### src/rtl/onchip_mem_loader.sv
// Byte-stream to 32-bit on-chip memory loader: packs bytes little-endian and writes words from BASE_WORD upward.
// Optional running checksum of written words is built only when LOADER_CHECKSUM_EN is defined.
module onchip_mem_loader #(
    parameter int DEPTH_WORDS = 5120,
    parameter int BASE_WORD   = 0
) (
    input  logic        clk,
    input  logic        reset_n,
    input  logic        start,
    input  logic [12:0] len_words,
    input  logic [7:0]  in_data,
    input  logic        in_valid,
    output logic        in_ready,
    input  logic        abort,
    output logic [12:0] mem_address,
    output logic [3:0]  mem_byteenable,
    output logic        mem_chipselect,
    output logic        mem_write,
    output logic [31:0] mem_writedata,
    output logic        mem_clken,
    output logic        busy,
    output logic        done,
    output logic        error,
    output logic        aborted,
    output logic [31:0] checksum
);

    localparam logic [1:0] S_IDLE  = 2'd0;
    localparam logic [1:0] S_FILL  = 2'd1;
    localparam logic [1:0] S_WRITE = 2'd2;
    localparam logic [1:0] S_DONE  = 2'd3;

    localparam logic [31:0] BASE_U   = BASE_WORD;
    localparam logic [31:0] DEPTH_U  = DEPTH_WORDS;
    localparam logic [12:0] BASE_PTR = 13'(BASE_WORD);
    localparam logic [12:0] LAST_PTR = 13'(DEPTH_WORDS - 1);

    logic [1:0]  state_q, state_d;
    logic [12:0] ptr_q, ptr_d;
    logic [12:0] cnt_q, cnt_d;
    logic [12:0] len_q, len_d;
    logic [1:0]  lane_q, lane_d;
    logic [31:0] data_q, data_d;
    logic [3:0]  be_q, be_d;
    logic        pend_q, pend_d;
    logic        aborted_q, aborted_d;
    logic        error_q, error_d;

    logic        xfer;
    logic [2:0]  lanes_eff;
    logic [3:0]  lane_mask;
    logic        too_long;

    assign too_long  = (BASE_U + 32'(len_words)) > DEPTH_U;
    assign xfer      = (state_q == S_FILL) && in_valid;
    // Lanes filled once this cycle's byte (if any) is counted; abort acts on this value.
    assign lanes_eff = {1'b0, lane_q} + {2'b00, xfer};
    assign lane_mask = 4'((5'd1 << lanes_eff) - 5'd1);

    always_comb begin
        state_d   = state_q;
        ptr_d     = ptr_q;
        cnt_d     = cnt_q;
        len_d     = len_q;
        lane_d    = lane_q;
        data_d    = data_q;
        be_d      = be_q;
        pend_d    = pend_q;
        aborted_d = aborted_q;
        error_d   = 1'b0;
        case (state_q)
            S_IDLE: begin
                if (start) begin
                    if (too_long) begin
                        error_d = 1'b1;
                    end else if (len_words == 13'd0) begin
                        state_d = S_DONE;
                    end else begin
                        state_d   = S_FILL;
                        aborted_d = 1'b0;
                        ptr_d     = BASE_PTR;
                        cnt_d     = 13'd0;
                        len_d     = len_words;
                        lane_d    = 2'd0;
                        data_d    = 32'd0;
                        pend_d    = 1'b0;
                    end
                end
            end
            S_FILL: begin
                if (xfer) begin
                    data_d[{lane_q, 3'b000} +: 8] = in_data;
                    lane_d = lane_q + 2'd1;
                end
                if (lanes_eff == 3'd4) begin
                    state_d = S_WRITE;
                    be_d    = 4'hF;
                    pend_d  = abort;
                end
                if (abort) begin
                    aborted_d = 1'b1;
                    if (lanes_eff == 3'd0) begin
                        state_d = S_DONE;
                    end else if (lanes_eff != 3'd4) begin
                        state_d = S_WRITE;
                        be_d    = lane_mask;
                        pend_d  = 1'b1;
                        lane_d  = 2'd0;
                    end
                end
            end
            S_WRITE: begin
                cnt_d  = cnt_q + 13'd1;
                be_d   = 4'h0;
                data_d = 32'd0;
                pend_d = 1'b0;
                // Saturate so a load ending on the last word leaves the pointer in range.
                if (ptr_q != LAST_PTR) begin
                    ptr_d = ptr_q + 13'd1;
                end
                if (pend_q || (cnt_d == len_q)) begin
                    state_d = S_DONE;
                end else begin
                    state_d = S_FILL;
                end
            end
            default: begin
                state_d = S_IDLE;
            end
        endcase
    end

    always_ff @(posedge clk or negedge reset_n) begin
        if (!reset_n) begin
            state_q   <= S_IDLE;
            ptr_q     <= BASE_PTR;
            cnt_q     <= 13'd0;
            len_q     <= 13'd0;
            lane_q    <= 2'd0;
            data_q    <= 32'd0;
            be_q      <= 4'h0;
            pend_q    <= 1'b0;
            aborted_q <= 1'b0;
            error_q   <= 1'b0;
        end else begin
            state_q   <= state_d;
            ptr_q     <= ptr_d;
            cnt_q     <= cnt_d;
            len_q     <= len_d;
            lane_q    <= lane_d;
            data_q    <= data_d;
            be_q      <= be_d;
            pend_q    <= pend_d;
            aborted_q <= aborted_d;
            error_q   <= error_d;
        end
    end

`ifdef LOADER_CHECKSUM_EN
    logic [31:0] sum_q, sum_d;

    always_comb begin
        sum_d = sum_q;
        if ((state_q == S_IDLE) && start && !too_long && (len_words != 13'd0)) begin
            sum_d = 32'd0;
        end else if (state_q == S_WRITE) begin
            sum_d = sum_q + data_q;
        end
    end

    always_ff @(posedge clk or negedge reset_n) begin
        if (!reset_n) begin
            sum_q <= 32'd0;
        end else begin
            sum_q <= sum_d;
        end
    end

    assign checksum = sum_q;
`else
    assign checksum = 32'd0;
`endif

    assign in_ready       = (state_q == S_FILL);
    assign mem_address    = ptr_q;
    assign mem_byteenable = be_q;
    assign mem_chipselect = (state_q == S_WRITE);
    assign mem_write      = (state_q == S_WRITE);
    assign mem_writedata  = data_q;
    assign mem_clken      = 1'b1;
    assign busy           = (state_q != S_IDLE);
    assign done           = (state_q == S_DONE);
    assign error          = error_q;
    assign aborted        = aborted_q;

endmodule
### config.mk
export PLATFORM = sky130hd
export DESIGN_NAME = onchip_mem_loader
export DESIGN_NICKNAME = d
export VERILOG_FILES = /design/src/rtl/onchip_mem_loader.sv
export SDC_FILE = /design/constraint.sdc
export NUM_CORES = 1
export LEC_CHECK = 0
export CORE_MARGIN = 2
export CORE_UTILIZATION = 50
export DETAILED_ROUTE_END_ITERATION = 10
export HOLD_SLACK_MARGIN = 0.08
export PLACE_DENSITY = 0.8
export SLEW_MARGIN = 25
export SYNTH_ARGS = -nofsm -noshare
export SYNTH_HDL_FRONTEND = slang
export SYNTH_SLANG_ARGS = --single-unit
### constraint.sdc
create_clock -name clk -period 3.2 [get_ports clk]
set_input_delay 0.32 -clock clk [delete_from_list [all_inputs] [get_ports clk]]
set_output_delay 0.32 -clock clk [all_outputs]
set_load 0.03 [all_outputs]
==> impl_summary.md <==
Setup path
The critical path goes through inv_1, ha_1, and2_1, ha_1, ha_1, or3b_2, ha_1, nor4bb_1, o21ai_0, nand2_1, a21oi_1. The kind of start point of the critical path is a flip-flop. The data required time at the worst endpoint is ~3.5 ns.

For the worst setup path, the data arrival time is between 2 and 3 ns. Broken down by cell family, the worst path's largest delay share belongs to adder cells. In this run the worst path has a maximum fanout of 6. The cell occurring most often along the worst timing path is sky130_fd_sc_hd__ha_1. The worst setup path is captured at a flip-flop. The largest single stage delay on the critical path is 0.49 ns.

The critical path is of the flip-flop to flip-flop type. For this design, the slowest cell found on the critical path is sky130_fd_sc_hd__or3b_2. The number of buffers and inverters on the critical path is 1.

Clocking
The deepest clock path buffer count is 2. The number of clock buffers added by TritonCTS is 9. The clock sink count is just over 80.

Clock tree synthesis selected as its root buffer the cell sky130_fd_sc_hd__clkbuf_8. At the later pin of the worst-skew pair, clock insertion delay measures 0.34 ns. TritonCTS built the clock tree. Once the clock tree was built, the resizer swapped 0 gates to a different size. The H-tree was split into 3 levels. Clock-pin slew was measured on the worst setup and hold paths at approximately 0.08 ns. The setup fix buffers added after clock tree synthesis is 0.

Detailed routing
The first-pass iteration count of the detailed router is 5. For this run, design rule violations remaining after detail routing come to 0. The final layout contains routed wiring with a total length of 10.8 mm. The count of routing violations after the opening detailed-route iteration is 200. The per-cell routed wire length is 15.2 um. In this run the remaining antenna-violating nets after routing total 0. The detailed-routing wirelength on met1 is 4.84 mm. Detailed routing placed a total of between 5 and 6 mm of wire on met2.

Using the TritonRoute via totals, the vias-per-cell ratio works out to 5.52. Summing over every cut layer, the via total after detailed routing is 3933. Routed signal wires occupy layers up through met4. Detailed routing placed a total of 627 um of wire on met3.

Pwr
The leakage power summed over all cells is between 0.002 and 0.0025 uW. The switching share of power is 43.6%. The combinational cell fraction of total power is 49.5%. The power per unit of standard cell area is 746 mW/mm2.

The portion of total power attributed to the clock network is 15.4%. The maximum ir drop on the vdd rail is 0.528 mV. Sequential cells account for 35.1% of the total power. Internal power comes to 2440 uW. The analysis attributes to net switching a power of 1890 uW.

Global route
For this run, the total global-route usage over all layers was measured as between 20% and 30%. Entering global routing, the biggest net connects 83 pins. The number of global-route vias before repair was 3824. The total global routing overflow is 0. The first-pass GRT wire length is 18.2 mm. The initial antenna violation count is 0.

Logic synthesis
For this run, asynchronously set or reset flops after synthesis account for 100%. Averaged over all synthesized cells, the footprint is 9.65 um2. Summing every instance area after synthesis gives just under 0.005 mm2. In the post-synthesis netlist, the cell with the most instances is sky130_fd_sc_hd__dfrtp_1. The area fraction of the dominant cell type after synthesis is 42.4%. By count the netlist is led by sky130_fd_sc_hd__dfrtp_1 (82), sky130_fd_sc_hd__nand2_1 (64), sky130_fd_sc_hd__buf_4 (35).

The count of different cell masters after synthesis is 69. The leading register cell type out of synthesis is sky130_fd_sc_hd__dfrtp_1. The post-synthesis sequential area ratio is between 40% and 50%. The number of register bits inferred by synthesis is 82.

The Yosys warning count is 0. The instance count of the mapped netlist is ~500. Ranked by total cell area, the synthesized netlist is headed by sky130_fd_sc_hd__dfrtp_1 (42%), sky130_fd_sc_hd__buf_4 (5.4%), sky130_fd_sc_hd__nand2_1 (5.0%), sky130_fd_sc_hd__mux2_2 (3.5%), sky130_fd_sc_hd__a22o_1 (3.4%). The number of flops mapped to enable cells by yosys is 0.

The synthesized design spends more area on one cell type than any other, namely sky130_fd_sc_hd__dfrtp_1.

Timing
The maximum achievable frequency is 375 MHz. The number of hold violations in the final report is 0. Setup repair after global routing left no endpoint under its margin.

The final-report max-slew violation count is 0. Hold is met by slightly above 0.5 ns. Clock skew on the completed layout was measured at 0.00701 ns. The setup TNS is 0 ns. The smallest clock period supported by the final layout is computed as ~2.7 ns. The total setup violations reported at the end of the flow is 0. The slew of the pin with the lowest slew margin is 0.726 ns.

The relative max-transition margin is 51.6%. The share of the clock period used by the worst path is 83.3%.

Hold path
The type of the most critical hold path is flip-flop to flip-flop.

Floorplanning
The region available for standard cell placement spans 0.00933 mm2. The site row count is 35. 115 I/O pins were placed. The die area is 0.0105 mm2. The vertical extent of the die is 102 um.

Once the floorplan was initialized, standard cells occupied 51.9% of the core. From left edge to right edge, the die measures 102 um.

Final layout
The final net count is between 600 and 700. In the final layout, the multi-input gates occupy roughly 0.0024 mm2. After filler insertion, the fill cell instance count of the layout stands at 787. The ratio of cells with drive above 1 in the final layout is 11.0%.

The repair_antennas step left the layout with diodes totalling 0. The area occupied by registers is 0.00205 mm2. Cells fill 62.2% of the core in the end. The layout-stage area growth over the synthesis result is 19.8%.

Place
The HPWL after detailed placement is 7.86 mm. The routability congestion estimate is roughly 0.86. The count of buffers added on input and output ports is 81.

Status
The flow ran to the end, and the final reports show no timing, DRC or antenna violations.

Job
The count of maximum capacitance violations is 0.
==> cells by family after synthesis <==
| group | after synthesis | share of synthesized area (%) |
|---|---|---|
| AND/OR/NAND/NOR | 174 | 19.7 |
| AO/OA/AOI/OAI | 110 | 16.5 |
| flip-flops | 82 | 42.4 |
| buffers and inverters | 82 | 9.74 |
| multiplexers | 25 | 5.66 |
| XOR/XNOR | 14 | 2.53 |
| adder cells (fa/ha/maj) | 13 | 3.36 |
| other | 2 | 0.155 |
==> metal layers <==
layer / vias to the layer above / global-route usage (%)
met5: - / 0
met4: 0 / 7.59
met3: 20 / 3.76
met2: 161 / 35.8
met1: 1882 / 29.3
li1: 1870 / -
==> flip-flops by register name, indices dropped and copies added, names as in the netlist <==
register,count
aborted,1
cnt_q,13
error,1
lane_q,2
len_q,13
mem_address,13
mem_byteenable,4
mem_writedata,32
pend_q,1
state_q,2
==> worst reg2reg max path, delay by kind of cell, from the launching register on <==
family | cells | cell delay [ns]
buffers and inverters | 1 | 0.08
AND/OR/NAND/NOR | 4 | 0.88
flip-flops | 1 | 0.43
AO/OA/AOI/OAI | 2 | 0.29
adder cells (fa/ha/maj) | 4 | 0.93
==> cell usage in the layout (no fill, tap or decap), types with 8 or more instances in the layout <==
master,count
sky130_fd_sc_hd__a21oi_1,18
sky130_fd_sc_hd__a22o_1,19
sky130_fd_sc_hd__clkbuf_8,10
sky130_fd_sc_hd__clkdlybuf4s50_1,80
sky130_fd_sc_hd__conb_1,33
sky130_fd_sc_hd__dfrtp_1,82
sky130_fd_sc_hd__ha_1,13
sky130_fd_sc_hd__inv_1,27
sky130_fd_sc_hd__mux2_2,15
sky130_fd_sc_hd__mux2i_1,9
sky130_fd_sc_hd__nand2_1,64
sky130_fd_sc_hd__nand3_1,19
sky130_fd_sc_hd__nor2_1,24
sky130_fd_sc_hd__nor3_1,15
sky130_fd_sc_hd__o21ai_0,33
sky130_fd_sc_hd__o21ai_1,8
sky130_fd_sc_hd__xor2_1,8
==> what timing repair did <==
| action | in CTS | in global routing |
|---|---|---|
| endpoints found under the hold margin | 0 | 34 |
| hold buffers | 0 | 1 |
| endpoints found under the setup margin | 0 | 0 |
==> path summary, 6_finish.rpt <==
kind | start | to | slack [ns] | depth (start not counted)
max in group asynchronous | reset_n | cnt_q[4] | 2.12 | 2
min in group asynchronous | reset_n | len_q[8] | 0.59 | 2
max | state_q[1] | mem_byteenable[2] | 0.53 | 11
min | mem_writedata[0] | mem_writedata[0] | 0.51 | 1
max reg2reg | state_q[1] | mem_byteenable[2] | 0.53 | 11
min reg2reg | mem_writedata[0] | mem_writedata[0] | 0.51 | 1
==> cell type report <==
| type | instances | area share (%) |
|---|---|---|
| multi-input cells | 369 | 42.0 |
| well taps | 129 | 2.78 |
| repair buffers | 89 | 15.1 |
| flip-flops and latches | 82 | 35.4 |
| inverters | 28 | 1.81 |
| clock inverters | 5 | 0.518 |
| clock buffers | 11 | 2.44 |
==> per-stage QoR <==
step / total power (uW) / worst slack [ns] / cell area [um2] / std cells
after floorplan: 3100 / 0.477 / 4960 / 533
after global placement: 3600 / 0.415 / 5620 / 696
after detailed placement: 3670 / 0.330 / 5620 / 696
after CTS: 4350 / 0.559 / 5790 / 712
after global routing: 4660 / 0.406 / 5800 / 713
final: 4330 / 0.533 / 5800 / 713
==> power by group through the flow <==
stage	Clock, uW	Combinational [uW]	Sequential [uW]
after floorplan	0	1450	1650
after global placement	0	2070	1520
after detailed placement	0	2140	1530
after CTS	685	2150	1520
after global routing	735	2360	1560
final	667	2140	1520
No activity file was read; power rests on OpenSTA's default activity.
